## src/rtl/sdram_arb_pkg.sv

```systemverilog
// sdram_arb_pkg: shared types and the rotating priority search used by the
// multi-port SDRAM arbiter.
package sdram_arb_pkg;

  typedef enum logic {
    ARB_RR    = 1'b0,
    ARB_FIXED = 1'b1
  } arb_mode_e;

  typedef enum logic {
    ST_IDLE   = 1'b0,
    ST_LOCKED = 1'b1
  } arb_state_e;

  localparam int unsigned ARB_MAX_PORTS = 8;
  localparam int unsigned ARB_IDX_W     = 3;

  typedef struct packed {
    logic                 found;
    logic [ARB_IDX_W-1:0] idx;
  } arb_pick_t;

  // First requesting port at or after 'start', wrapping at num_ports-1 -> 0.
  // Fixed priority is the same search started from port 0.
  function automatic arb_pick_t arb_rotate_pick(
    input logic [ARB_MAX_PORTS-1:0] req,
    input logic [ARB_IDX_W-1:0]     start,
    input int unsigned              num_ports
  );
    arb_pick_t   pick;
    int unsigned cand;
    pick = '0;
    for (int unsigned i = 0; i < ARB_MAX_PORTS; i++) begin
      cand = (32'(start) + i) % num_ports;
      if ((i < num_ports) && !pick.found && req[cand[ARB_IDX_W-1:0]]) begin
        pick.found = 1'b1;
        pick.idx   = cand[ARB_IDX_W-1:0];
      end
    end
    return pick;
  endfunction

endpackage

```

## src/rtl/sdram_arb_tag_fifo.sv

```systemverilog
// sdram_arb_tag_fifo: in-order FIFO of port ids for requests in flight.
// Push and pop may coincide at any occupancy, including full.
module sdram_arb_tag_fifo
  import sdram_arb_pkg::*;
#(
  parameter int WIDTH = 2,
  parameter int DEPTH = 4
) (
  input  logic                   clk_i,
  input  logic                   rst_i,
  input  logic                   push_i,
  input  logic [WIDTH-1:0]       data_i,
  input  logic                   pop_i,
  output logic [WIDTH-1:0]       data_o,
  output logic                   full_o,
  output logic                   empty_o,
  output logic [$clog2(DEPTH):0] count_o
);

  localparam int PTR_W = $clog2(DEPTH);

  logic [WIDTH-1:0] mem_q [DEPTH];
  logic [PTR_W-1:0] wr_ptr_q, wr_ptr_d;
  logic [PTR_W-1:0] rd_ptr_q, rd_ptr_d;
  logic [PTR_W:0]   count_q, count_d;
  logic             do_push, do_pop;

  // Qualify push/pop and compute next pointers and occupancy.
  always_comb begin
    do_pop   = pop_i & (count_q != '0);
    do_push  = push_i & ((count_q != (PTR_W+1)'(DEPTH)) | do_pop);
    wr_ptr_d = wr_ptr_q;
    rd_ptr_d = rd_ptr_q;
    count_d  = count_q;
    if (do_push) wr_ptr_d = wr_ptr_q + 1'b1;
    if (do_pop)  rd_ptr_d = rd_ptr_q + 1'b1;
    case ({do_push, do_pop})
      2'b10:   count_d = count_q + 1'b1;
      2'b01:   count_d = count_q - 1'b1;
      default: count_d = count_q;
    endcase
  end

  // Pointer and occupancy registers.
  always_ff @(posedge clk_i) begin
    if (rst_i) begin
      wr_ptr_q <= '0;
      rd_ptr_q <= '0;
      count_q  <= '0;
    end else begin
      wr_ptr_q <= wr_ptr_d;
      rd_ptr_q <= rd_ptr_d;
      count_q  <= count_d;
    end
  end

  // Tag storage; contents are only meaningful below the occupancy count.
  always_ff @(posedge clk_i) begin
    if (do_push) mem_q[wr_ptr_q] <= data_i;
  end

  assign data_o  = mem_q[rd_ptr_q];
  assign full_o  = (count_q == (PTR_W+1)'(DEPTH));
  assign empty_o = (count_q == '0);
  assign count_o = count_q;

endmodule

```

## src/rtl/sdram_arb_multi.sv

```systemverilog
// sdram_arb_multi: N-port request/ack arbiter in front of the sdram32 core.
// Round-robin or fixed priority, grant lock while the core stalls, and an
// in-order tag FIFO that routes responses back to the issuing port.
// Optional: define SDRAM_ARB_STATS_EN for per-port saturating accept counters.
module sdram_arb_multi
  import sdram_arb_pkg::*;
#(
  parameter int NUM_PORTS       = 4,
  parameter int ARB_MODE        = 0,
  parameter int MAX_OUTSTANDING = 4,
  parameter int ADDR_W          = 32,
  parameter int DATA_W          = 32
) (
  input  logic                                  clk_i,
  input  logic                                  rst_i,
  input  logic [NUM_PORTS-1:0][DATA_W/8-1:0]    port_wr_i,
  input  logic [NUM_PORTS-1:0]                  port_rd_i,
  input  logic [NUM_PORTS-1:0][ADDR_W-1:0]      port_addr_i,
  input  logic [NUM_PORTS-1:0][DATA_W-1:0]      port_write_data_i,
  output logic [NUM_PORTS-1:0]                  port_accept_o,
  output logic [NUM_PORTS-1:0]                  port_ack_o,
  output logic [NUM_PORTS-1:0]                  port_error_o,
  output logic [NUM_PORTS-1:0][DATA_W-1:0]      port_read_data_o,
  output logic [DATA_W/8-1:0]                   core_wr_o,
  output logic                                  core_rd_o,
  output logic [ADDR_W-1:0]                     core_addr_o,
  output logic [DATA_W-1:0]                     core_write_data_o,
  input  logic                                  core_accept_i,
  input  logic                                  core_ack_i,
  input  logic                                  core_error_i,
  input  logic [DATA_W-1:0]                     core_read_data_i,
  output logic                                  spurious_ack_o
`ifdef SDRAM_ARB_STATS_EN
  ,
  input  logic                                  stats_clear_i,
  output logic [NUM_PORTS-1:0][31:0]            stats_accept_count_o
`endif
);

  localparam int ID_W  = $clog2(NUM_PORTS);
  localparam int CNT_W = $clog2(MAX_OUTSTANDING) + 1;

  arb_state_e               state_q, state_d;
  logic [ID_W-1:0]          lock_id_q, lock_id_d;
  logic [ID_W-1:0]          rr_ptr_q, rr_ptr_d;
  logic [NUM_PORTS-1:0]     req;
  logic [ARB_MAX_PORTS-1:0] req_pad;
  logic [ARB_IDX_W-1:0]     arb_start;
  arb_pick_t                pick;
  logic                     grant_valid;
  logic [ID_W-1:0]          grant_id;
  logic                     ack_hit, tag_space, drive, accept_fire;
  logic [ID_W-1:0]          fifo_head;
  logic                     fifo_full, fifo_empty;
  logic [CNT_W-1:0]         fifo_count;

  // Per-port request decode and arbitration; a locked grant overrides the search.
  always_comb begin
    req     = '0;
    req_pad = '0;
    for (int p = 0; p < NUM_PORTS; p++) begin
      req[p] = (|port_wr_i[p]) | port_rd_i[p];
    end
    req_pad[NUM_PORTS-1:0] = req;
    arb_start = (ARB_MODE == int'(ARB_FIXED)) ? '0 : ARB_IDX_W'(rr_ptr_q);
    pick      = arb_rotate_pick(req_pad, arb_start, unsigned'(NUM_PORTS));
    if (state_q == ST_LOCKED) begin
      grant_valid = 1'b1;
      grant_id    = lock_id_q;
    end else begin
      grant_valid = pick.found;
      grant_id    = ID_W'(pick.idx);
    end
    // An ack in the same cycle frees a slot, so a full FIFO can still accept.
    ack_hit     = core_ack_i & (fifo_count != '0) & ~rst_i;
    tag_space   = ~fifo_full | ack_hit;
    drive       = grant_valid & tag_space & ~rst_i;
    accept_fire = drive & core_accept_i;
  end

  // Next-state: lock onto a winner the core did not take; rotate pointer on accept.
  always_comb begin
    state_d   = state_q;
    lock_id_d = lock_id_q;
    rr_ptr_d  = rr_ptr_q;
    case (state_q)
      ST_IDLE: begin
        if (grant_valid && !accept_fire) begin
          state_d   = ST_LOCKED;
          lock_id_d = grant_id;
        end
      end
      ST_LOCKED: begin
        if (accept_fire) state_d = ST_IDLE;
      end
      default: state_d = ST_IDLE;
    endcase
    if (accept_fire && (ARB_MODE != int'(ARB_FIXED))) begin
      rr_ptr_d = (grant_id == ID_W'(NUM_PORTS - 1)) ? '0 : grant_id + 1'b1;
    end
  end

  // Arbiter control registers.
  always_ff @(posedge clk_i) begin
    if (rst_i) begin
      state_q   <= ST_IDLE;
      lock_id_q <= '0;
      rr_ptr_q  <= '0;
    end else begin
      state_q   <= state_d;
      lock_id_q <= lock_id_d;
      rr_ptr_q  <= rr_ptr_d;
    end
  end

  sdram_arb_tag_fifo #(
    .WIDTH (ID_W),
    .DEPTH (MAX_OUTSTANDING)
  ) u_tag_fifo (
    .clk_i   (clk_i),
    .rst_i   (rst_i),
    .push_i  (accept_fire),
    .data_i  (grant_id),
    .pop_i   (ack_hit),
    .data_o  (fifo_head),
    .full_o  (fifo_full),
    .empty_o (fifo_empty),
    .count_o (fifo_count)
  );

  // Core-side mux from the grant and response routing to the FIFO head port.
  always_comb begin
    core_wr_o         = '0;
    core_rd_o         = 1'b0;
    core_addr_o       = '0;
    core_write_data_o = '0;
    port_accept_o     = '0;
    port_ack_o        = '0;
    port_error_o      = '0;
    port_read_data_o  = '0;
    spurious_ack_o    = core_ack_i & fifo_empty & ~rst_i;
    if (drive) begin
      core_wr_o         = port_wr_i[grant_id];
      core_rd_o         = port_rd_i[grant_id];
      core_addr_o       = port_addr_i[grant_id];
      core_write_data_o = port_write_data_i[grant_id];
    end
    if (accept_fire) port_accept_o[grant_id] = 1'b1;
    if (ack_hit) begin
      port_ack_o[fifo_head]   = 1'b1;
      port_error_o[fifo_head] = core_error_i;
    end
    for (int p = 0; p < NUM_PORTS; p++) begin
      port_read_data_o[p] = rst_i ? '0 : core_read_data_i;
    end
  end

`ifdef SDRAM_ARB_STATS_EN
  logic [NUM_PORTS-1:0][31:0] stats_cnt_q, stats_cnt_d;

  function automatic logic [31:0] sat_inc32(input logic [31:0] v);
    return (v == 32'hFFFF_FFFF) ? v : v + 32'd1;
  endfunction

  // Per-port accept counters; clear beats a same-cycle increment.
  always_comb begin
    stats_cnt_d = stats_cnt_q;
    if (stats_clear_i) begin
      stats_cnt_d = '0;
    end else if (accept_fire) begin
      stats_cnt_d[grant_id] = sat_inc32(stats_cnt_q[grant_id]);
    end
  end

  // Counter registers.
  always_ff @(posedge clk_i) begin
    if (rst_i) stats_cnt_q <= '0;
    else       stats_cnt_q <= stats_cnt_d;
  end

  assign stats_accept_count_o = stats_cnt_q;
`endif

endmodule

```

## config.mk

```make
export PLATFORM = sky130hd
export DESIGN_NAME = sdram_arb_multi
export DESIGN_NICKNAME = d
export VERILOG_FILES = /design/src/rtl/sdram_arb_pkg.sv /design/src/rtl/sdram_arb_tag_fifo.sv /design/src/rtl/sdram_arb_multi.sv
export SDC_FILE = /design/constraint.sdc
export NUM_CORES = 1
export LEC_CHECK = 0
export CAP_MARGIN = 10
export CORE_AREA = 2 2 201 203
export DETAILED_ROUTE_END_ITERATION = 10
export DIE_AREA = 0 0 203 205
export PLACE_DENSITY = 0.37
export SYNTH_ARGS = -nofsm -noshare
export SYNTH_HDL_FRONTEND = slang
export SYNTH_SLANG_ARGS = --single-unit
```

## constraint.sdc

```tcl
create_clock -name clk_i -period 3.1 [get_ports clk_i]
set_input_delay 0.31 -clock clk_i [delete_from_list [all_inputs] [get_ports clk_i]]
set_output_delay 0.31 -clock clk_i [all_outputs]
set_load 0.1 [all_outputs]
```

==> results of run 1 <==
-- state kept, by name, summed over array words and instances (netlist names), named ones only --
register,count
u_tag_fifo.rd_ptr_q,2
rr_ptr_q,2
state_q,1
u_tag_fifo.mem_q,8
u_tag_fifo.count_o,3
u_tag_fifo.wr_ptr_q,2
lock_id_q,2
-- Yosys cell counts (9+ instances only) --
cell type	count	area, um2
inv_1	10	37.54
a221oi_1	9	78.83
dfxtp_1	14	280.3
clkbuf_1	16	60.06
and2_1	11	68.82
nor2b_1	32	200.2
ha_1	9	112.6
nor2_1	24	90.09
buf_4	99	743.2
a22oi_1	69	518.0
buf_8	11	165.2
buf_2	13	65.06
a221oi_2	61	915.9
a21oi_1	74	370.4
-- final cells by class --
type | count | area [um2]
Fill cell | 3968 | 26500
Timing Repair Buffer | 655 | 7540
Multi-Input combinational cell | 345 | 3978
Tap cell | 525 | 656.9
Sequential cell | 22 | 520.5
Clock buffer | 3 | 75.07
Inverter | 10 | 37.54
Clock inverter | 1 | 30.03
Antenna cell | 10 | 25.02
-- timing repair --
action                                  4_1_cts  5_1_grt
endpoints found under the setup margin       74       72
buffers inserted                             30       10
pin swaps                                    93       42
cloned                                       13        4
hold buffers                                  0        0
resized for setup                           137       77
-- power by group --
group | total, mW | leakage (nW) | switching, mW | internal, mW
combinational | 4.49 | 4.66 | 2.77 | 1.72
sequential | 0.339 | 0.189 | 0.0197 | 0.320
clock | 0.359 | 0.0512 | 0.102 | 0.256
-- through the flow --
step | instance area, um2 | instances
after detailed placement | 10920 | 1504
after global routing | 12850 | 1568
after global placement | 10920 | 1504
after floorplan | 4826 | 525
final | 12860 | 1571
after CTS | 12270 | 1551
-- per-layer routing --
layer,up-vias,track usage (%),part of all wire (%)
met4,4,4.119,2.1
met3,26,2.720,7.1
met5,-,0,0.088
met2,333,26.08,54
li1,2970,-,-
met1,2932,15.32,37
-- kinds of logic after synthesis --
| group | count (synthesis) | share of synthesized area (%) |
|---|---|---|
| buffers and inverters | 158 | 25.95 |
| and+or+nand+nor | 100 | 12.71 |
| xor gates and xnor gates | 5 | 0.9757 |
| adders and majority gates | 10 | 2.955 |
| muxes | 4 | 1.450 |
| DFF | 22 | 11.60 |
| AOI/OAI and AO/OA | 226 | 44.36 |
-- path summary, 6_finish.rpt --
kind,start,end,slack [ps],cells past startpoint
worst max-delay path,port_wr_i[3],core_addr_o[23],-100,14
worst min-delay path,lock_id_q[0],lock_id_q[0],510,2
worst max register to register,state_q,u_tag_fifo.count_o[2],590,11
worst min register to register,lock_id_q[0],lock_id_q[0],510,2
-- worst min-delay path: stages, from the launching register on --
cell and delay (ps):
dfxtp_1 330, mux2i_1 70, nor2_1 70
==> key figures, run 1 <==
Cells and area
  – Commonest non-fill, non-tap cell in the layout: clkdlybuf4s50_1
  – Final Util: 32.67%
  – Commonest non-fill, non-tap cells in the layout: clkdlybuf4s50_1, buf_4, buf_12, a21oi_2, a221oi_4
  – Layout area overhead: 186.6%
  – Share of cells above drive strength 1: 54.15%
  – Nets@finish: 1360

Floorplanning
  – Die height: 205 um
  – Num rows: 73
  – Initial Utilization: 11.40%
  – I/O pin count: 523
  – Die area: 41620 um2
  – Core ar.: 39370 um2
  – Die Width: 203 um

Critical path
  – Critical Path AT: 2890 ps
  – Critical Path RT: 2790 ps
  – Worst path bufs/invs: 7
  – Setup Crit Path Kind: in -> out
  – Critical path's top delay family: simple AND/OR/NAND/NOR gates
  – Critical path capture point type: output port
  – CP max FO: 6
  – Crit start category: primary input
  – Slowest stage delay, CP: 580 ps
  – Most frequent CP cell: buf_12
  – Critical Path, Cell by Cell: buf_6 -> or4_4 -> or2_4 -> nor4_4 -> or2b_4 -> buf_6 -> a21oi_4 -> buf_12 -> buf_12 -> buf_8 -> buf_12 -> a221oi_4 -> a21oi_4 -> buf_12
  – Slowest cell on crit path: or4_4

Clocking
  – Reg clk slew, reported paths: 60 ps
  – CTS sink cnt: 22
  – CTS max path bufs: 2
  – Root Buffer: clkbuf_16
  – TritonCTS clock tree: built
  – Inserted Clock Buffers: 3
  – Clk Latency, worst-skew pair: 250 ps
  – CTS H-tree lvls: 1

STA
  – Worst Skew: 1.216 ps
  – Crit path time final: 3201 ps
  – Max_slew headroom: 63.69%
  – Unrepaired setup endpoints after global routing: yes
  – Fin crit share: 103.2%
  – Final Hold Viols: 0
  – Peak Freq: 312.4 MHz
  – Post-Route Setup TNS: -575.6 ps
  – Least-Margin Pin Slew: 543.6 ps
  – Final Slew Violations: 0
  – Setup WS post-layout: -100.7 ps
  – Setup-failing EPs final: 22
  – Hold WS: 512.6 ps

Logic synthesis
  – Post-Syn Instances: 525
  – Seq/Total Area, Yosys: 11.60%
  – FF+latch count, synth: 22
  – Synthesized cell area: 4488 um2
  – Post-synth EDFFs: 8
  – YS warnings: 0
  – Post-Syn Nets: 848
  – Ys flop type: dfxtp_1
  – Mean post-synth cell area: 8.549 um2
  – Post-synth ARST share: 0%
  – Post-synth cell types: 46

Route
  – Antenna-violating nets left: 0
  – Starting DRT DRC Count: 216
  – Vias: 6265
  – 1st-pass router iterations: 4
  – Routed WL per cell: 19.63 um
  – Wirelength, routed: 30840 um
  – Via density: 3.988
  – DRC: 0

Placed design
  – I/O Buffers: 522
  – Post-place setup slack: -410.7 ps
  – Dpl hpwl: 25260 um
  – Final GP Congestion: 0.8509

Outcome
  – Outcome: finished with violations
  – Failing checks: setup timing

GRT
  – Total Routing Usage GR: 13.73%
  – First-pass GRT wire length: 42740 um
  – Number of global-route vias before repair: 6511
  – Maximum number of pins on one net before global-route repair: 47
  – Initial antenna violation count: 10
  – Total global routing overflow: 0

Pwr
  – Cell Pwr Density: 403.3 nW/um2
  – Leakage: 4.902 nW
  – Design Power: 5.188 mW
  – Worst vdd ir: 253.6 uV

Hold path
  – HP Class: reg -> reg

Flow run
  – Max-cap violations: 0
Power figures use the tool's default switching activity.
==> run 2, diff against run 1 <==
--- a/config.mk
+++ b/config.mk
@@ -9,7 +9,6 @@
 export CORE_AREA = 2 2 201 203
 export DETAILED_ROUTE_END_ITERATION = 10
 export DIE_AREA = 0 0 203 205
-export PLACE_DENSITY = 0.37
 export SYNTH_ARGS = -nofsm -noshare
 export SYNTH_HDL_FRONTEND = slang
 export SYNTH_SLANG_ARGS = --single-unit
==> constraint.sdc (replaced) <==
create_clock -name clk_i -period 3.1 [get_ports clk_i]
set_input_delay 0.31 -clock clk_i [delete_from_list [all_inputs] [get_ports clk_i]]
set_output_delay 0.31 -clock clk_i [all_outputs]
set_load 0.01 [all_outputs]
==> run 2 against run 1 <==
The run still ends with setup timing left. Maximum frequency rose by 0.19%. Combinational power fell by 55%. Cell count fell by 1.7%. Clock-buffer cell count did not move. Global-route usage fell by 1.8 points. Sequential share of layout area rose by 0.62 points. Die area did not move. Worst setup slack improved by 6.2 ps. Sequential cell count did not move. Power fell by 48%. Non-clock buffer count fell by 18.
==> key figures, run 2 (synthesis results as in run 1) <==
Pwr
  – Clock power frac: 13.5% (+6.6 points)
  – Cell Pwr Density: 243.1 nW/um2 (-40%)
  – Pint: 1.702 mW (-26%)
  – NetSw: 1.008 mW (-65%)
  – Comb pwr share: 74.1% (-12 points)
  – Sw Ratio: 37.18% (-19 points)
  – Leakage: 4.201 nW (-14%)
  – Worst vdd ir: 140.0 uV (-45%)
  – Design Power: 2.710 mW (-48%)
  – Reg power frac: 12.4% (+5.9 points)

Critical path
  – Setup Crit Path Kind: in -> out
  – Reg2reg setup slack: 670 ps (+80 ps)
  – Worst r2r path cells: 11 (unchanged)
  – CP max FO: 6 (unchanged)
  – Reg-to-Reg End: u_tag_fifo.count_o[2]
  – Most frequent CP cell: buf_16
  – Critical path capture point type: output port
  – Critical Path, Cell by Cell: buf_8 -> or4_4 -> or2_4 -> nor4_4 -> or2b_4 -> a21oi_4 -> buf_6 -> buf_16 -> buf_12 -> buf_16 -> a22oi_1 -> a21oi_2 -> buf_2
  – Worst path bufs/invs: 6 (-1)
  – Critical path's top delay family: simple AND/OR/NAND/NOR gates
  – Slowest stage delay, CP: 560 ps (-20 ps)
  – Slowest cell on crit path: or4_4
  – Critical Path AT: 2880 ps (about the same)
  – Crit start category: primary input
  – Crit path from: port_wr_i[1]
  – Reg-to-reg startpoint: u_tag_fifo.count_o[1]
  – Critical Path RT: 2790 ps (about the same)

Flow run
  – Max-cap violations: 0 (unchanged)

STA
  – Worst Skew: 4.409 ps (+3.193 ps)
  – Final Slew Violations: 0 (unchanged)
  – Max_slew headroom: 66.80% (+3.1 points)
  – Fin crit share: 103.0% (-0.20 points)
  – Unrepaired setup endpoints after global routing: yes
  – Least-Margin Pin Slew: 496.9 ps (-46.64 ps)
  – Hold WS: 497.3 ps (-15.23 ps)
  – Setup-failing EPs final: 8 (-64%)
  – Peak Freq: 313.0 MHz (+0.19%)
  – Final Hold Viols: 0 (unchanged)
  – Crit path time final: 3195 ps (-6.150 ps)
  – Setup WS post-layout: -94.51 ps (+6.150 ps)

Floorplanning
  – Num rows: 73 (unchanged)
  – Initial Utilization: 11.40% (unchanged)
  – I/O pin count: 523 (unchanged)
  – Die Width: 203 um (unchanged)
  – Die height: 205 um (unchanged)
  – Core ar.: 39370 um2 (unchanged)
  – Die area: 41620 um2 (unchanged)

GRT
  – Total global routing overflow: 0 (unchanged)
  – First-pass GRT wire length: 37940 um (-11%)
  – Total Routing Usage GR: 11.93% (-1.8 points)
  – Maximum number of pins on one net before global-route repair: 48 (+2.1%)
  – Number of global-route vias before repair: 6374 (-2.1%)
  – Initial antenna violation count: 3 (-7)

Hold path
  – Hold_sp: lock_id_q[0]
  – Hold Path Sink: lock_id_q[0]
  – Hold path depth: 2 (unchanged)
  – HP Class: reg -> reg

Clocking
  – Hold buffer count at CTS: 0 (unchanged)
  – CTS max path bufs: 2 (unchanged)
  – Reg clk slew, reported paths: 60 ps (about the same)
  – TritonCTS clock tree: built
  – Clk Latency, worst-skew pair: 260 ps (about the same)
  – Root Buffer: clkbuf_16
  – CTS sink cnt: 22 (unchanged)
  – Inserted Clock Buffers: 3 (unchanged)
  – CTS H-tree lvls: 1 (unchanged)

Cells and area
  – Max reg flops: 8 (unchanged)
  – Commonest non-fill, non-tap cells in the layout: clkdlybuf4s50_1, buf_2, buf_4, a21oi_1, a22oi_1
  – Storage cell area: 520.5 um2 (unchanged)
  – Share of cells above drive strength 1: 32.32% (-22 points)
  – Layout area overhead: 148.4%
  – Commonest non-fill, non-tap cell in the layout: clkdlybuf4s50_1
  – Area of the multi-input gates: 3358 um2 (-16%)
  – Fillers: 4097 (+3.3%)
  – Largest reg by FF count: u_tag_fifo.mem_q
  – Nets@finish: 1342 (-1.3%)

Route
  – Via density: 4.077 (+2.2%)
  – Wirelength, routed: 29540 um (-4.2%)
  – Routed WL per cell: 19.12 um (-2.6%)
  – DRC: 0 (unchanged)
  – 1st-pass router iterations: 5 (+1)
  – Antenna-violating nets left: 0 (unchanged)
  – Starting DRT DRC Count: 368 (+70%)
  – Vias: 6299 (+0.54%)

Outcome
  – Failing checks: setup timing
  – Outcome: finished with violations

Placed design
  – I/O Buffers: 522 (unchanged)
  – Final GP Congestion: 0.8611 (+1.2%)
  – Dpl hpwl: 22170 um (-12%)
run 2: layout make-up:
class                   count  area share (%)
clock inverters             1          0.2693
repair buffers            637           57.97
clock buffers               3          0.6733
inverters                  10          0.3591
flip-flops and latches     22           4.668
diodes                      2         0.04489
well taps                 525           5.892
multi-input cells         345           30.12
run 2: worst max path at each step:
stage | to | slack [ps] | cells past startpoint
2_1_floorplan | u_tag_fifo.count_o[2] | 240 | 11
3_3_place_gp | core_addr_o[11] | -740 | 11
6_report | core_write_data_o[23] | -90 | 13
5_1_grt | core_write_data_o[23] | -180 | 13
4_1_cts | core_write_data_o[16] | -20 | 11
3_5_place_dp | core_addr_o[11] | -740 | 11
run 2: worst reg2reg max path, delay by kind of cell (launching register included):
family / cells / cell delay (ps)
adder cells (fa/ha/maj): 2 / 460
AND/OR/NAND/NOR: 5 / 1210
AO/OA/AOI/OAI: 1 / 120
buffers and inverters: 2 / 120
XOR/XNOR: 1 / 150
flip-flops: 1 / 310
run 2: power groups by stage:
stage / Clock (mW) / Sequential [mW] / Combinational (mW)
3_5_place_dp: 0 / 0.341 / 1.83
4_1_cts: 0.379 / 0.335 / 1.86
5_1_grt: 0.388 / 0.338 / 2.14
6_report: 0.366 / 0.336 / 2.01
3_3_place_gp: 0 / 0.340 / 1.82
2_1_floorplan: 0 / 0.337 / 0.773
run 2: per-layer routing:
metal | up-vias | track usage, % | wire length (um)
met4 | 2 | 3.128 | 612
met2 | 379 | 23.98 | 16120
met1 | 2961 | 12.31 | 10510
met3 | 33 | 2.609 | 2296
li1 | 2924 | - | -
met5 | - | 0 | 7
run 2: repair_timing:
action / 4_1_cts / 5_1_grt
gates cloned: 9 / 9
setup endpoints to repair: 75 / 73
setup buffers: 11 / 16
pin swaps: 48 / 47
gates resized for setup: 345 / 106
run 2: per-stage QoR:
step | worst slack [ps] | TNS, ps | cells | cell area (um2) | utilization [%]
after floorplan | 236.8 | 0 | 525 | 4488 | -
after global placement | -737.1 | -43850 | 1499 | 9972 | 25.33
after detailed placement | -736.9 | -43960 | 1499 | 9972 | 25.33
after CTS | -23.84 | -65.95 | 1521 | 10470 | 26.59
after global routing | -183.9 | -2792 | 1545 | 11150 | 28.32
final | -94.51 | -133.3 | 1545 | 11150 | 28.32
==> run 3, diff against run 2 <==
--- a/config.mk
+++ b/config.mk
@@ -5,10 +5,12 @@
 export SDC_FILE = /design/constraint.sdc
 export NUM_CORES = 1
 export LEC_CHECK = 0
+export ABC_AREA = 1
 export CAP_MARGIN = 10
 export CORE_AREA = 2 2 201 203
 export DETAILED_ROUTE_END_ITERATION = 10
 export DIE_AREA = 0 0 203 205
+export SKIP_LAST_GASP = 1
 export SYNTH_ARGS = -nofsm -noshare
 export SYNTH_HDL_FRONTEND = slang
 export SYNTH_SLANG_ARGS = --single-unit
==> run 3 against run 2 <==
The flow now finishes without violations. Synthesized cell count increased by 110%. Critical path type is now reg -> out. Worst hold slack got worse by 140 ps. Core utilization up 3.0 points. Highest routed layer unchanged. Via count grew 41%. Sequential share of layout area fell by 0.41 points.
==> key figures, run 3 <==
STA
  – Final Hold Viols: 0 (unchanged)
  – Peak Freq: 329.2 MHz (+5.2%)
  – Unrepaired setup endpoints after global routing: yes
  – Final Slew Violations: 0 (unchanged)
  – Setup-failing EPs final: 0 (-8)
  – Fin crit share: 97.99% (-5.1 points)
  – Worst Skew: 5.637 ps (+1.228 ps)
  – Setup WS post-layout: 62.27 ps (+156.8 ps)
  – Post-Route Setup TNS: 0 ps (+133.3 ps)
  – Max_slew headroom: 68.57% (+1.8 points)
  – Hold WS: 361.5 ps (-135.9 ps)
  – Least-Margin Pin Slew: 471.0 ps (-25.95 ps)
  – Crit path time final: 3038 ps (-156.8 ps)

Clocking
  – Root Buffer: clkbuf_16
  – CTS sink cnt: 22 (unchanged)
  – CTS H-tree lvls: 1 (unchanged)
  – Clk Latency, worst-skew pair: 250 ps (about the same)
  – TritonCTS clock tree: built
  – Inserted Clock Buffers: 3 (unchanged)
  – Reg clk slew, reported paths: 60 ps (about the same)
  – Hold buffer count at CTS: 0 (unchanged)
  – CTS max path bufs: 2 (unchanged)

Hold path
  – HP Class: in -> reg
  – Hold Path Sink: rr_ptr_q[0]
  – Hold path depth: 2 (unchanged)
  – Hold_sp: rst_i

Cells and area
  – Commonest non-fill, non-tap cell in the layout: clkdlybuf4s50_1
  – Max reg flops: 8 (unchanged)
  – Fillers: 4318 (+5.4%)
  – Largest reg by FF count: u_tag_fifo.mem_q
  – Final instance area: 12310 um2 (+10%)
  – Share of cells above drive strength 1: 16.37% (-16 points)
  – Non-filler instance count after layout: 2137 (+38%)
  – Layout area overhead: 107.8%
  – Final Util: 31.27% (+3.0 points)
  – Nets@finish: 1931 (+44%)
  – Commonest non-fill, non-tap cells in the layout: clkdlybuf4s50_1, inv_1, nand3_1, nand2_1, buf_4

Logic synthesis
  – Ranking of synthesized cells by area: nand3_1, inv_1, buf_4
  – FF+latch count, synth: 22 (unchanged)
  – Post-Syn Instances: 1125 (+110%)
  – Synth top area share: 19.51% (-0.90 points)
  – YS warnings: 0 (unchanged)
  – Count leader, synth: inv_1
  – Post-synth EDFFs: 8 (unchanged)
  – Synthesized cell area: 5926 um2 (+32%)
  – Post-synth cell types: 27 (-41%)
  – Ys flop type: dfxtp_1
  – Seq/Total Area, Yosys: 8.784% (-2.8 points)
  – Post-Syn Nets: 1448 (+71%)
  – Synth area leader: nand3_1
  – Mean post-synth cell area: 5.267 um2 (-38%)
  – Post-synth ARST share: 0% (unchanged)
  – Post-synth top cells: inv_1, nand3_1, nand2_1, buf_4, a21oi_1

Floorplanning
  – Num rows: 73 (unchanged)
  – I/O pin count: 523 (unchanged)
  – Core ar.: 39370 um2 (unchanged)
  – Initial Utilization: 15.05% (+3.7 points)
  – Die area: 41620 um2 (unchanged)
  – Die height: 205 um (unchanged)
  – Die Width: 203 um (unchanged)

Pwr
  – Design Power: 2.773 mW (+2.3%)
  – Leakage: 5.985 nW (+42%)
  – Worst vdd ir: 148.4 uV (+6.0%)
  – Cell Pwr Density: 225.3 nW/um2 (-7.3%)

Critical path
  – Crit start category: flop
  – Critical Path, Cell by Cell: buf_12 -> nand4_1 -> nand2_1 -> nand2_1 -> nand2_2 -> nand4_1 -> nand2_2 -> nand3_4 -> nand2_8 -> buf_12 -> clkinvlp_4 -> ha_4 -> inv_1 -> nor2_1 -> dlygate4sd2_1
  – Critical Path AT: 2730 ps (-150 ps)
  – Setup Crit Path Kind: reg -> out
  – CP max FO: 6 (unchanged)
  – Reg-to-Reg End: u_tag_fifo.count_o[2]
  – Slowest stage delay, CP: 380 ps (-180 ps)
  – Critical Path RT: 2790 ps (about the same)
  – Worst r2r path cells: 20 (+9)
  – Slowest cell on crit path: dfxtp_4
  – Reg-to-reg startpoint: rr_ptr_q[0]
  – Reg2reg setup slack: 280 ps (-390 ps)
  – Critical path capture point type: output port

Placed design
  – Dpl hpwl: 27960 um (+26%)
  – Dpl cells: 2087 (+39%)
  – Post-place setup slack: -800.6 ps (-63.69 ps)
  – I/O Buffers: 522 (unchanged)
  – Final GP Congestion: 0.9231 (+7.2%)
  – Placed Area: 11650 um2 (+17%)

Route
  – Routed WL per cell: 16.59 um (-13%)
  – 1st-pass router iterations: 5 (unchanged)
  – Via density: 4.148 (+1.7%)
  – Starting DRT DRC Count: 428 (+16%)
  – Antenna-violating nets left: 0 (unchanged)
  – Wirelength, routed: 35460 um (+20%)
  – Vias: 8864 (+41%)
  – DRC: 0 (unchanged)

GRT
  – Total Routing Usage GR: 15.84% (+3.9 points)
  – First-pass GRT wire length: 50110 um (+32%)
  – Maximum number of pins on one net before global-route repair: 44 (-8.3%)
  – Number of global-route vias before repair: 8674 (+36%)
  – Total global routing overflow: 0 (unchanged)
  – Initial antenna violation count: 6 (+3)

Flow run
  – Max-cap violations: 0 (unchanged)

Outcome
  – Outcome: completed
[run 3: cell types whose count changed after synthesis, moves of 11 or more]
cell      change
and2_1       -11
inv_1       +255
nand3b_1     +67
nor2b_1      -32
buf_8        -11
nor2_1       +45
a221oi_2     -61
buf_2        +31
nand3_1     +229
a22oi_1      -68
nand2_1     +168
[run 3: worst max-delay path: cells and delay by family (launching register included)]
| kind | cells | cell delay (ps) |
|---|---|---|
| AND/OR/NAND/NOR | 9 | 1080 |
| buffers and inverters | 5 | 770 |
| adder cells (fa/ha/maj) | 1 | 220 |
| flip-flops | 1 | 380 |
[run 3: how the worst max path moves through the flow]
stage	endpoint	slack [ps]	from	cells after the start
floorplan	u_tag_fifo.count_o[2]	390	port_wr_i[13]	19
global placement	core_addr_o[28]	-800	port_wr_i[3]	17
detailed placement	core_addr_o[28]	-800	port_wr_i[3]	17
CTS	core_addr_o[28]	-80	port_rd_i[0]	17
global route	core_rd_o	-100	rr_ptr_q[0]	17
finish	port_accept_o[2]	60	rr_ptr_q[0]	15
[run 3: cell families after synthesis]
kind of cell	share of synthesized area (%)
AND/OR/NAND/NOR	45.69
adder cells (fa/ha/maj)	2.238
flip-flops	8.784
AO/OA/AOI/OAI	7.791
buffers and inverters	34.88
XOR/XNOR	0.6124
[run 3: layout make-up]
cell class                 instances  area (um2)  area share, %
tap                              525       656.9          5.335
multi-input combinational        666        3567          28.97
sequential                        22       524.3          4.258
clock inverter                     1       3.754        0.03049
inverter                         268        1020          8.283
antenna                            5       12.51         0.1016
clock buffer                       3       75.07         0.6098
timing repair buffer             647        6452          52.41
[run 3: power breakdown]
part	internal, mW	switching, mW
clock	0.172	0.0959
sequential	0.319	0.0140
combinational	1.17	1.00
[run 3: repair_timing]
item,CTS,global route
buffers inserted,29,7
setup endpoints to repair,75,74
hold endpoints to repair,0,0
cloned,7,0
gates resized for setup,310,84
pin swaps,22,33
[run 3: layer usage]
layer,up-vias,routed length (um),share of wire (%),GRT usage [%]
li1,4354,-,-,-
met1,4018,12900,36,16.42
met4,2,1190,3.4,5.918
met2,438,18620,53,30.71
met5,-,13,0.037,0
met3,52,2732,7.7,3.707
